File: src/rtl/oh_demux5_pkg.sv
// oh_demux5_pkg: shared constants and helpers for the 1-to-5 one-hot demux
// and its matching mux-side checker.
//   NOUT       : number of destinations
//   RR_RESET   : reset value of the auto-route pointer (OH_DEMUX5_RR_EN builds)
//   onehot_chk : 1 when the 5-bit vector has exactly one bit set
package oh_demux5_pkg;

  localparam int NOUT = 5;
  localparam logic [NOUT-1:0] RR_RESET = 5'b00001;

  function automatic logic onehot_chk(input logic [NOUT-1:0] v);
    logic [2:0] cnt;
    cnt = 3'd0;
    for (int i = 0; i < NOUT; i++) cnt = cnt + {2'b00, v[i]};
    return (cnt == 3'd1);
  endfunction

endpackage

File: src/rtl/oh_demux5_reg_if.sv
// oh_demux5_reg_if: stream bundle for oh_demux5_reg.
//   in_valid/in_ready/in_sel/in_data : upstream valid/ready word + one-hot select
//   out_valid/out_ready/out_data     : five downstream valid/ready lanes, shared data
//   err_clr/err                      : sticky illegal-select flag and its clear
// Modports: slave = demux side, master = source/sink driver side.
interface oh_demux5_reg_if #(parameter int N = 1);
  import oh_demux5_pkg::*;

  logic            in_valid;
  logic            in_ready;
  logic [NOUT-1:0] in_sel;
  logic [N-1:0]    in_data;
  logic [NOUT-1:0] out_valid;
  logic [NOUT-1:0] out_ready;
  logic [N-1:0]    out_data;
  logic            err_clr;
  logic            err;

  modport slave (
    input  in_valid, in_sel, in_data, out_ready, err_clr,
    output in_ready, out_valid, out_data, err
  );

  modport master (
    output in_valid, in_sel, in_data, out_ready, err_clr,
    input  in_ready, out_valid, out_data, err
  );

endinterface

File: src/rtl/oh_onehot_chk5.sv
// oh_onehot_chk5: combinational 5-bit select classifier, shared with the
// mux-side checker.
//   i_vec    : select vector
//   o_onehot : exactly one bit set
//   o_zero   : no bit set
module oh_onehot_chk5
  import oh_demux5_pkg::*;
(
  input  logic [NOUT-1:0] i_vec,
  output logic            o_onehot,
  output logic            o_zero
);

  assign o_onehot = onehot_chk(i_vec);
  assign o_zero   = (i_vec == '0);

endmodule

File: src/rtl/oh_demux5_reg.sv
// oh_demux5_reg: 1-to-5 one-hot stream demux with a single-entry registered
// output stage. Words with an illegal select are consumed, dropped and flag err.
//   clk, reset : clock, asynchronous active-high reset
//   bus        : oh_demux5_reg_if.slave stream bundle (see interface header)
// Parameter N: data width.
// Optional macro OH_DEMUX5_RR_EN: in_sel==0 auto-routes to a rotating one-hot
// pointer; otherwise in_sel==0 is illegal.
module oh_demux5_reg
  import oh_demux5_pkg::*;
#(
  parameter int N = 1
) (
  input  logic                clk,
  input  logic                reset,
  oh_demux5_reg_if.slave      bus
);

  logic            r_full;
  logic [NOUT-1:0] r_sel;
  logic [N-1:0]    r_data;
  logic            r_err;

  logic            w_onehot;
  logic            w_zero;
  logic            w_legal;
  logic [NOUT-1:0] w_sel;
  logic            w_out_fire;
  logic            w_in_ready;
  logic            w_in_fire;

  oh_onehot_chk5 u_chk (
    .i_vec    (bus.in_sel),
    .o_onehot (w_onehot),
    .o_zero   (w_zero)
  );

`ifdef OH_DEMUX5_RR_EN
  logic [NOUT-1:0] r_rr;

  // A zero select takes the pointer's destination.
  assign w_legal = w_onehot | w_zero;
  assign w_sel   = w_zero ? r_rr : bus.in_sel;

  // Pointer advances only on auto-routed words, never on explicit ones.
  always_ff @(posedge clk or posedge reset) begin
    if (reset)                  r_rr <= RR_RESET;
    else if (w_in_fire && w_zero) r_rr <= {r_rr[NOUT-2:0], r_rr[NOUT-1]};
  end
`else
  // o_zero is implied by !o_onehot here; kept so both builds share the checker.
  assign w_legal = w_onehot & ~w_zero;
  assign w_sel   = bus.in_sel;
`endif

  // Unselected out_ready bits are masked off by r_sel.
  assign w_out_fire = r_full & |(r_sel & bus.out_ready);
  // Combinational from out_ready so a draining slot can refill the same cycle.
  assign w_in_ready = ~r_full | w_out_fire;
  assign w_in_fire  = bus.in_valid & w_in_ready;

  always_ff @(posedge clk or posedge reset) begin
    if (reset) begin
      r_full <= 1'b0;
      r_sel  <= '0;
      r_data <= '0;
    end else if (w_in_fire && w_legal) begin
      r_full <= 1'b1;
      r_sel  <= w_sel;
      r_data <= bus.in_data;
    end else if (w_out_fire) begin
      // Covers dropped words too: the held word still drains.
      r_full <= 1'b0;
    end
  end

  // Set beats clear.
  always_ff @(posedge clk or posedge reset) begin
    if (reset)                      r_err <= 1'b0;
    else if (w_in_fire && !w_legal) r_err <= 1'b1;
    else if (bus.err_clr)           r_err <= 1'b0;
  end

  assign bus.in_ready  = w_in_ready;
  assign bus.out_valid = {NOUT{r_full}} & r_sel;
  assign bus.out_data  = r_data;
  assign bus.err       = r_err;

endmodule

File: src/flat_wrapper.sv
// flat-port wrapper written by rule: the top's interface ports become plain ports
module oh_demux5_reg_flat import oh_demux5_pkg::*;
#(
  parameter int N = 1
)
  (clk, reset, bus_in_valid, bus_in_sel, bus_in_data, bus_out_ready, bus_err_clr, bus_in_ready, bus_out_valid, bus_out_data, bus_err);
  oh_demux5_reg_if #(.N(N)) bus_i ();
  input  logic clk;
  input  logic reset;
  input wire logic [$bits(bus_i.in_valid)-1:0] bus_in_valid;
  input wire logic [$bits(bus_i.in_sel)-1:0] bus_in_sel;
  input wire logic [$bits(bus_i.in_data)-1:0] bus_in_data;
  input wire logic [$bits(bus_i.out_ready)-1:0] bus_out_ready;
  input wire logic [$bits(bus_i.err_clr)-1:0] bus_err_clr;
  output wire logic [$bits(bus_i.in_ready)-1:0] bus_in_ready;
  output wire logic [$bits(bus_i.out_valid)-1:0] bus_out_valid;
  output wire logic [$bits(bus_i.out_data)-1:0] bus_out_data;
  output wire logic [$bits(bus_i.err)-1:0] bus_err;
  assign bus_i.in_valid = bus_in_valid;
  assign bus_i.in_sel = bus_in_sel;
  assign bus_i.in_data = bus_in_data;
  assign bus_i.out_ready = bus_out_ready;
  assign bus_i.err_clr = bus_err_clr;
  assign bus_in_ready = bus_i.in_ready;
  assign bus_out_valid = bus_i.out_valid;
  assign bus_out_data = bus_i.out_data;
  assign bus_err = bus_i.err;
  oh_demux5_reg #(.N(N)) u_core (.clk(clk), .reset(reset), .bus(bus_i));
endmodule
File: config.mk
export PLATFORM = sky130hd
export DESIGN_NAME = oh_demux5_reg_flat
export DESIGN_NICKNAME = d
export VERILOG_FILES = /design/src/rtl/oh_demux5_pkg.sv /design/src/rtl/oh_demux5_reg_if.sv /design/src/rtl/oh_onehot_chk5.sv /design/src/rtl/oh_demux5_reg.sv /design/src/flat_wrapper.sv
export SDC_FILE = /design/constraint.sdc
export NUM_CORES = 1
export LEC_CHECK = 0
export BUFFER_PORTS_ARGS = -buffer_cell sky130_fd_sc_hd__buf_2
export CORE_AREA = 2 2 39 41
export CTS_BUF_LIST = sky130_fd_sc_hd__clkbuf_16
export CTS_CLUSTER_SIZE = 30
export DETAILED_ROUTE_END_ITERATION = 10
export DIE_AREA = 0 0 41 43
export GPL_ROUTABILITY_DRIVEN = 1
export HOLD_SLACK_MARGIN = 0.1
export MAX_ROUTING_LAYER = met4
export PLACE_DENSITY = 0.77
export SLEW_MARGIN = 20
export SYNTH_ARGS = -nofsm -noshare
export SYNTH_HDL_FRONTEND = slang
export SYNTH_SLANG_ARGS = --single-unit
File: constraint.sdc
create_clock -name clk -period 1.9 [get_ports clk]
set_input_delay 0.285 -clock clk [delete_from_list [all_inputs] [get_ports clk]]
set_output_delay 0.285 -clock clk [all_outputs]
set_load 0.02 [all_outputs]
==> report_table.html <==
<table>
<tr><th>Metric</th><th>Value</th></tr>
<tr><th colspan="2">Status</th></tr>
<tr><td>Outcome</td><td>finished with violations</td></tr>
<tr><td>Violated checks</td><td>negative setup slack</td></tr>
<tr><th colspan="2">Synth</th></tr>
<tr><td>Count of warnings emitted by yosys</td><td>0</td></tr>
<tr><td>Dominant combinational cell family by area after synthesis</td><td>simple AND/OR/NAND/NOR gates</td></tr>
<tr><td>Portion of the post-synthesis area used by sequential elements</td><td>39.51%</td></tr>
<tr><td>Number of storage elements in the synthesis netlist</td><td>8</td></tr>
<tr><td>Post-Syn Nets</td><td>62</td></tr>
<tr><td>Synth async-reset ratio</td><td>100.0%</td></tr>
<tr><td>Adder and majority gate portion of the synthesized area</td><td>12.84%</td></tr>
<tr><td>Netlist area before placement</td><td>506.7 µm²</td></tr>
<tr><td>Multiplexer share of the synthesized area</td><td>17.78%</td></tr>
<tr><td>Primary flip-flop cell chosen by synthesis mapping</td><td>dfrtp_1</td></tr>
<tr><td>XOR/XNOR share of the synthesized area</td><td>0%</td></tr>
<tr><td>Synthesized netlist cell count</td><td>43</td></tr>
<tr><td>Synthesized-area fraction occupied by ao, oa, aoi and oai cells</td><td>3.951%</td></tr>
<tr><td>Area share of and/or/nand/nor cells after synthesis</td><td>18.52%</td></tr>
<tr><td>Mean post-synth cell area</td><td>11.78 µm²</td></tr>
<tr><td>Unique masters post-synth</td><td>16</td></tr>
<tr><td>Number of enable flip-flop cells after synthesis</td><td>0</td></tr>
<tr><th colspan="2">Setup path</th></tr>
<tr><td>Logic depth of the worst register-to-register path</td><td>4</td></tr>
<tr><td>Crit Reg-Reg Startpoint</td><td>u_core.r_sel[3]$_DFFE_PP0P_</td></tr>
<tr><td>Endpoint class of the critical path</td><td>flip-flop</td></tr>
<tr><td>Slack of the worst reg-to-reg path</td><td>0.32 ns</td></tr>
<tr><td>Kind of launch point of the worst setup path</td><td>input port</td></tr>
<tr><td>Req. time, crit path</td><td>2.01 ns</td></tr>
<tr><td>Critical path class</td><td>input port to flip-flop</td></tr>
<tr><td>CP Capture Point</td><td>u_core.r_sel[2]$_DFFE_PP0P_</td></tr>
<tr><td>Critical path fanouts, max</td><td>6</td></tr>
<tr><td>CP Cell Sequence</td><td>buf_8 &gt; inv_8 &gt; fa_1 &gt; inv_1 &gt; fa_2 &gt; ha_4 &gt; or4_4 &gt; nand2b_4 &gt; mux2_4</td></tr>
<tr><td>Critical path origin</td><td>bus_in_sel[3]</td></tr>
<tr><td>Slowest CP cell</td><td>or4_4</td></tr>
<tr><td>Arrival time of data at the critical path endpoint</td><td>2.60 ns</td></tr>
<tr><td>Slowest cell delay on critical path</td><td>0.53 ns</td></tr>
<tr><td>End of the worst register-to-register path</td><td>u_core.r_sel[2]$_DFFE_PP0P_</td></tr>
<tr><th colspan="2">Place</th></tr>
<tr><td>Final weighted congestion of routability-driven global placement</td><td>0.7230</td></tr>
<tr><td>HPWL after detailed placement</td><td>789.5 µm</td></tr>
<tr><td>Post-Place Worst Slack</td><td>-0.8750 ns</td></tr>
<tr><td>Number of buffers inserted by port buffering</td><td>22</td></tr>
<tr><th colspan="2">Final layout</th></tr>
<tr><td>Total inserted antenna cells</td><td>0</td></tr>
<tr><td>Total number of nets in the final design</td><td>94</td></tr>
<tr><td>Layout cell share with drive strength beyond 1</td><td>60.27%</td></tr>
<tr><td>P&amp;R area growth vs syn</td><td>56.54%</td></tr>
<tr><th colspan="2">Floorplan</th></tr>
<tr><td>Die Wd</td><td>41 µm</td></tr>
<tr><td>I/O Pins</td><td>23</td></tr>
<tr><td>Die Footprint</td><td>1763 µm²</td></tr>
<tr><td>Chip height</td><td>43 µm</td></tr>
<tr><td>Cell row count</td><td>14</td></tr>
<tr><td>Starting density of the core</td><td>36.62%</td></tr>
<tr><td>Core Box Area</td><td>1384 µm²</td></tr>
<tr><th colspan="2">Timing</th></tr>
<tr><td>Number of setup violations in the final report</td><td>8</td></tr>
<tr><td>Tmin final</td><td>2.488 ns</td></tr>
<tr><td>Actual transition at the worst max-transition pin</td><td>0.4045 ns</td></tr>
<tr><td>Setup repair after global routing missed its margin</td><td>true</td></tr>
<tr><td>Least setup slack across all paths after layout</td><td>-0.5882 ns</td></tr>
<tr><td>Final Cycle Share</td><td>131.0%</td></tr>
<tr><td>Tightest slew margin relative to the limit</td><td>72.66%</td></tr>
<tr><td>Number of max-slew violations in the final report</td><td>0</td></tr>
<tr><td>Hold violation count in the final report</td><td>0</td></tr>
<tr><td>Worst clock skew on the final layout</td><td>0.003125 ns</td></tr>
<tr><td>Max Freq</td><td>401.9 MHz</td></tr>
<tr><th colspan="2">Power</th></tr>
<tr><td>Sequential Power Share</td><td>31.0%</td></tr>
<tr><td>Relative contribution of the clock network to total power</td><td>35.7%</td></tr>
<tr><td>Power Internal</td><td>0.7061 mW</td></tr>
<tr><td>Total power consumption of the routed design</td><td>0.9975 mW</td></tr>
<tr><td>Net switching component of the power</td><td>0.2914 mW</td></tr>
<tr><td>Maximum vdd drop</td><td>0.4362 mV</td></tr>
<tr><td>Total power per unit cell area</td><td>1257 nW/µm²</td></tr>
<tr><td>Fraction of power spent switching nets</td><td>29.21%</td></tr>
<tr><td>Combinational share of power</td><td>33.3%</td></tr>
<tr><td>Leakage power of the design</td><td>0.4348 nW</td></tr>
<tr><th colspan="2">Drt</th></tr>
<tr><td>DRC</td><td>0</td></tr>
<tr><td>First-pass iteration count of the detailed router</td><td>2</td></tr>
<tr><td>Wire length per cell</td><td>13.61 µm</td></tr>
<tr><td>Average via count per standard cell</td><td>4.685</td></tr>
<tr><td>DRT antenna net count</td><td>0</td></tr>
<tr><td>First DRT Iteration DRCs</td><td>2</td></tr>
<tr><td>Vias</td><td>417</td></tr>
<tr><td>Sum of routed wire length over all layers</td><td>1.211 mm</td></tr>
<tr><th colspan="2">Global routing</th></tr>
<tr><td>Largest net degree at the start of global routing</td><td>9</td></tr>
<tr><td>Vias in the first global route</td><td>470</td></tr>
<tr><td>First-pass GRT wire length</td><td>1.945 mm</td></tr>
<tr><td>Total global routing track utilization</td><td>17.62%</td></tr>
<tr><td>Initial antenna violation count</td><td>0</td></tr>
<tr><td>Overflow after GRT</td><td>0</td></tr>
<tr><th colspan="2">Clock tree</th></tr>
<tr><td>Clock tree from TritonCTS</td><td>done</td></tr>
<tr><td>Clock slew at the register clock pins of the worst setup and hold paths</td><td>0.04 ns</td></tr>
<tr><td>Cell at the root of the clock tree</td><td>clkbuf_16</td></tr>
<tr><td>Number of levels in the clock H-tree</td><td>1</td></tr>
<tr><td>Latest clock arrival within the worst-skew pair</td><td>0.23 ns</td></tr>
<tr><td>TritonCTS Sinks</td><td>8</td></tr>
<tr><td>Number of buffers created by CTS</td><td>3</td></tr>
<tr><td>Number of buffers on the longest clock path</td><td>2</td></tr>
<tr><th colspan="2">Min path</th></tr>
<tr><td>Hold path depth</td><td>2</td></tr>
<tr><td>Startpoint of the tightest hold check path</td><td>bus_err_clr</td></tr>
<tr><td>Hold Path Class</td><td>input port to flip-flop</td></tr>
<tr><th colspan="2">Flow run</th></tr>
<tr><td>Max-cap check violation count</td><td>0</td></tr>
</table>
## power groups by stage
stage | clock (mW) | combinational, mW | sequential, mW
final | 0.356 | 0.332 | 0.309
after CTS | 0.357 | 0.329 | 0.310
after global placement | 0 | 0.296 | 0.301
after global routing | 0.363 | 0.365 | 0.318
after floorplan | 0 | 0.212 | 0.307
after detailed placement | 0 | 0.301 | 0.305
## metrics by stage
step / hold slack, ns / instance area (µm²) / setup TNS (ns) / std cells / utilization [%]
CTS: 0.2170 / 783.3 / -3.897 / 88 / 56.60
floorplan: 0.1007 / 516.7 / -5.100 / 43 / -
global route: 0.2333 / 793.3 / -4.577 / 89 / 57.32
detailed placement: 0.2327 / 665.6 / -6.375 / 84 / 48.10
global placement: 0.2270 / 665.6 / -6.232 / 84 / 48.10
finish: 0.2166 / 793.3 / -4.060 / 89 / 57.32
## registers in the layout, indices dropped and copies added, names as in the netlist
name,flops
u_core.r_sel,5
u_core.bus.err,1
u_core.r_full,1
u_core.bus.out_data,1
## metal layers
layer,vias to the layer above,GRT usage [%],wire length [µm]
met1,195,15.44,420
met4,0,12.00,27
li1,205,-,-
met3,3,1.571,51
met2,14,31.87,711
met5,-,-,0
## worst max-delay path: cells and delay by family
family / cells / cell delay [ns]
adder cells (fa/ha/maj): 3 / 1.09
buffers and inverters: 3 / 0.17
multiplexers: 1 / 0.32
AND/OR/NAND/NOR: 2 / 0.74
## worst min path at each step
stage,to,slack (ns)
final,u_core.bus.err$_DFFE_PP0P_,0.22
after global routing,u_core.bus.err$_DFFE_PP0P_,0.23
after global placement,u_core.bus.out_data$_DFFE_PP0P_,0.23
after floorplan,u_core.bus.err$_DFFE_PP0P_,0.10
after detailed placement,u_core.bus.err$_DFFE_PP0P_,0.23
after CTS,u_core.bus.err$_DFFE_PP0P_,0.22
## timing repair
item | CTS | global route
hold endpoints to repair | 8 | 0
setup endpoints to repair | 8 | 8
gates cloned | 0 | 0
gates resized for setup | 7 | 1
hold buffers | 1 | 0
buffers inserted | 0 | 1
pin swaps | 2 | 0
## layout make-up
cell class | count | area (µm²)
clock buffer | 3 | 75.07
inverter | 7 | 33.78
sequential | 8 | 200.2
timing repair buffer | 28 | 173.9
fill | 124 | 590.6
tap | 16 | 20.02
multi-input combinational | 27 | 290.3
## layout by cell type, fill, tap and decap left out, drive strengths merged
| master | instances |
|---|---|
| dlygate4sd3 | 1 |
| fa | 2 |
| o21ai | 1 |
| nand3 | 1 |
| ha | 2 |
| dfrtp | 8 |
| buf | 27 |
| inv | 7 |
| or4b | 1 |
| nor4b | 1 |
| nand4 | 1 |
| or4 | 1 |
| and2 | 5 |
| a22oi | 2 |
| clkbuf | 3 |
| mux2 | 6 |
| nand2b | 1 |
| nand2 | 3 |
## cells in the mapped netlist (2+ instances only)
library cell	count	area, µm²
fa_1	2	40.04
inv_1	7	26.28
nand2_1	3	11.26
ha_1	2	25.02
mux2_4	6	90.09
dfrtp_1	8	200.2
a22oi_1	2	15.01
and2_1	5	31.28
## logic make-up (layout without fill, tap and decap cells)
logic type / Yosys count / count (layout)
compound gates: 3 / 3
fa+ha+maj: 4 / 4
buf+inv: 8 / 38
flops: 8 / 8
mux: 6 / 6
simple gates: 14 / 14
Power figures use the tool's default switching activity.
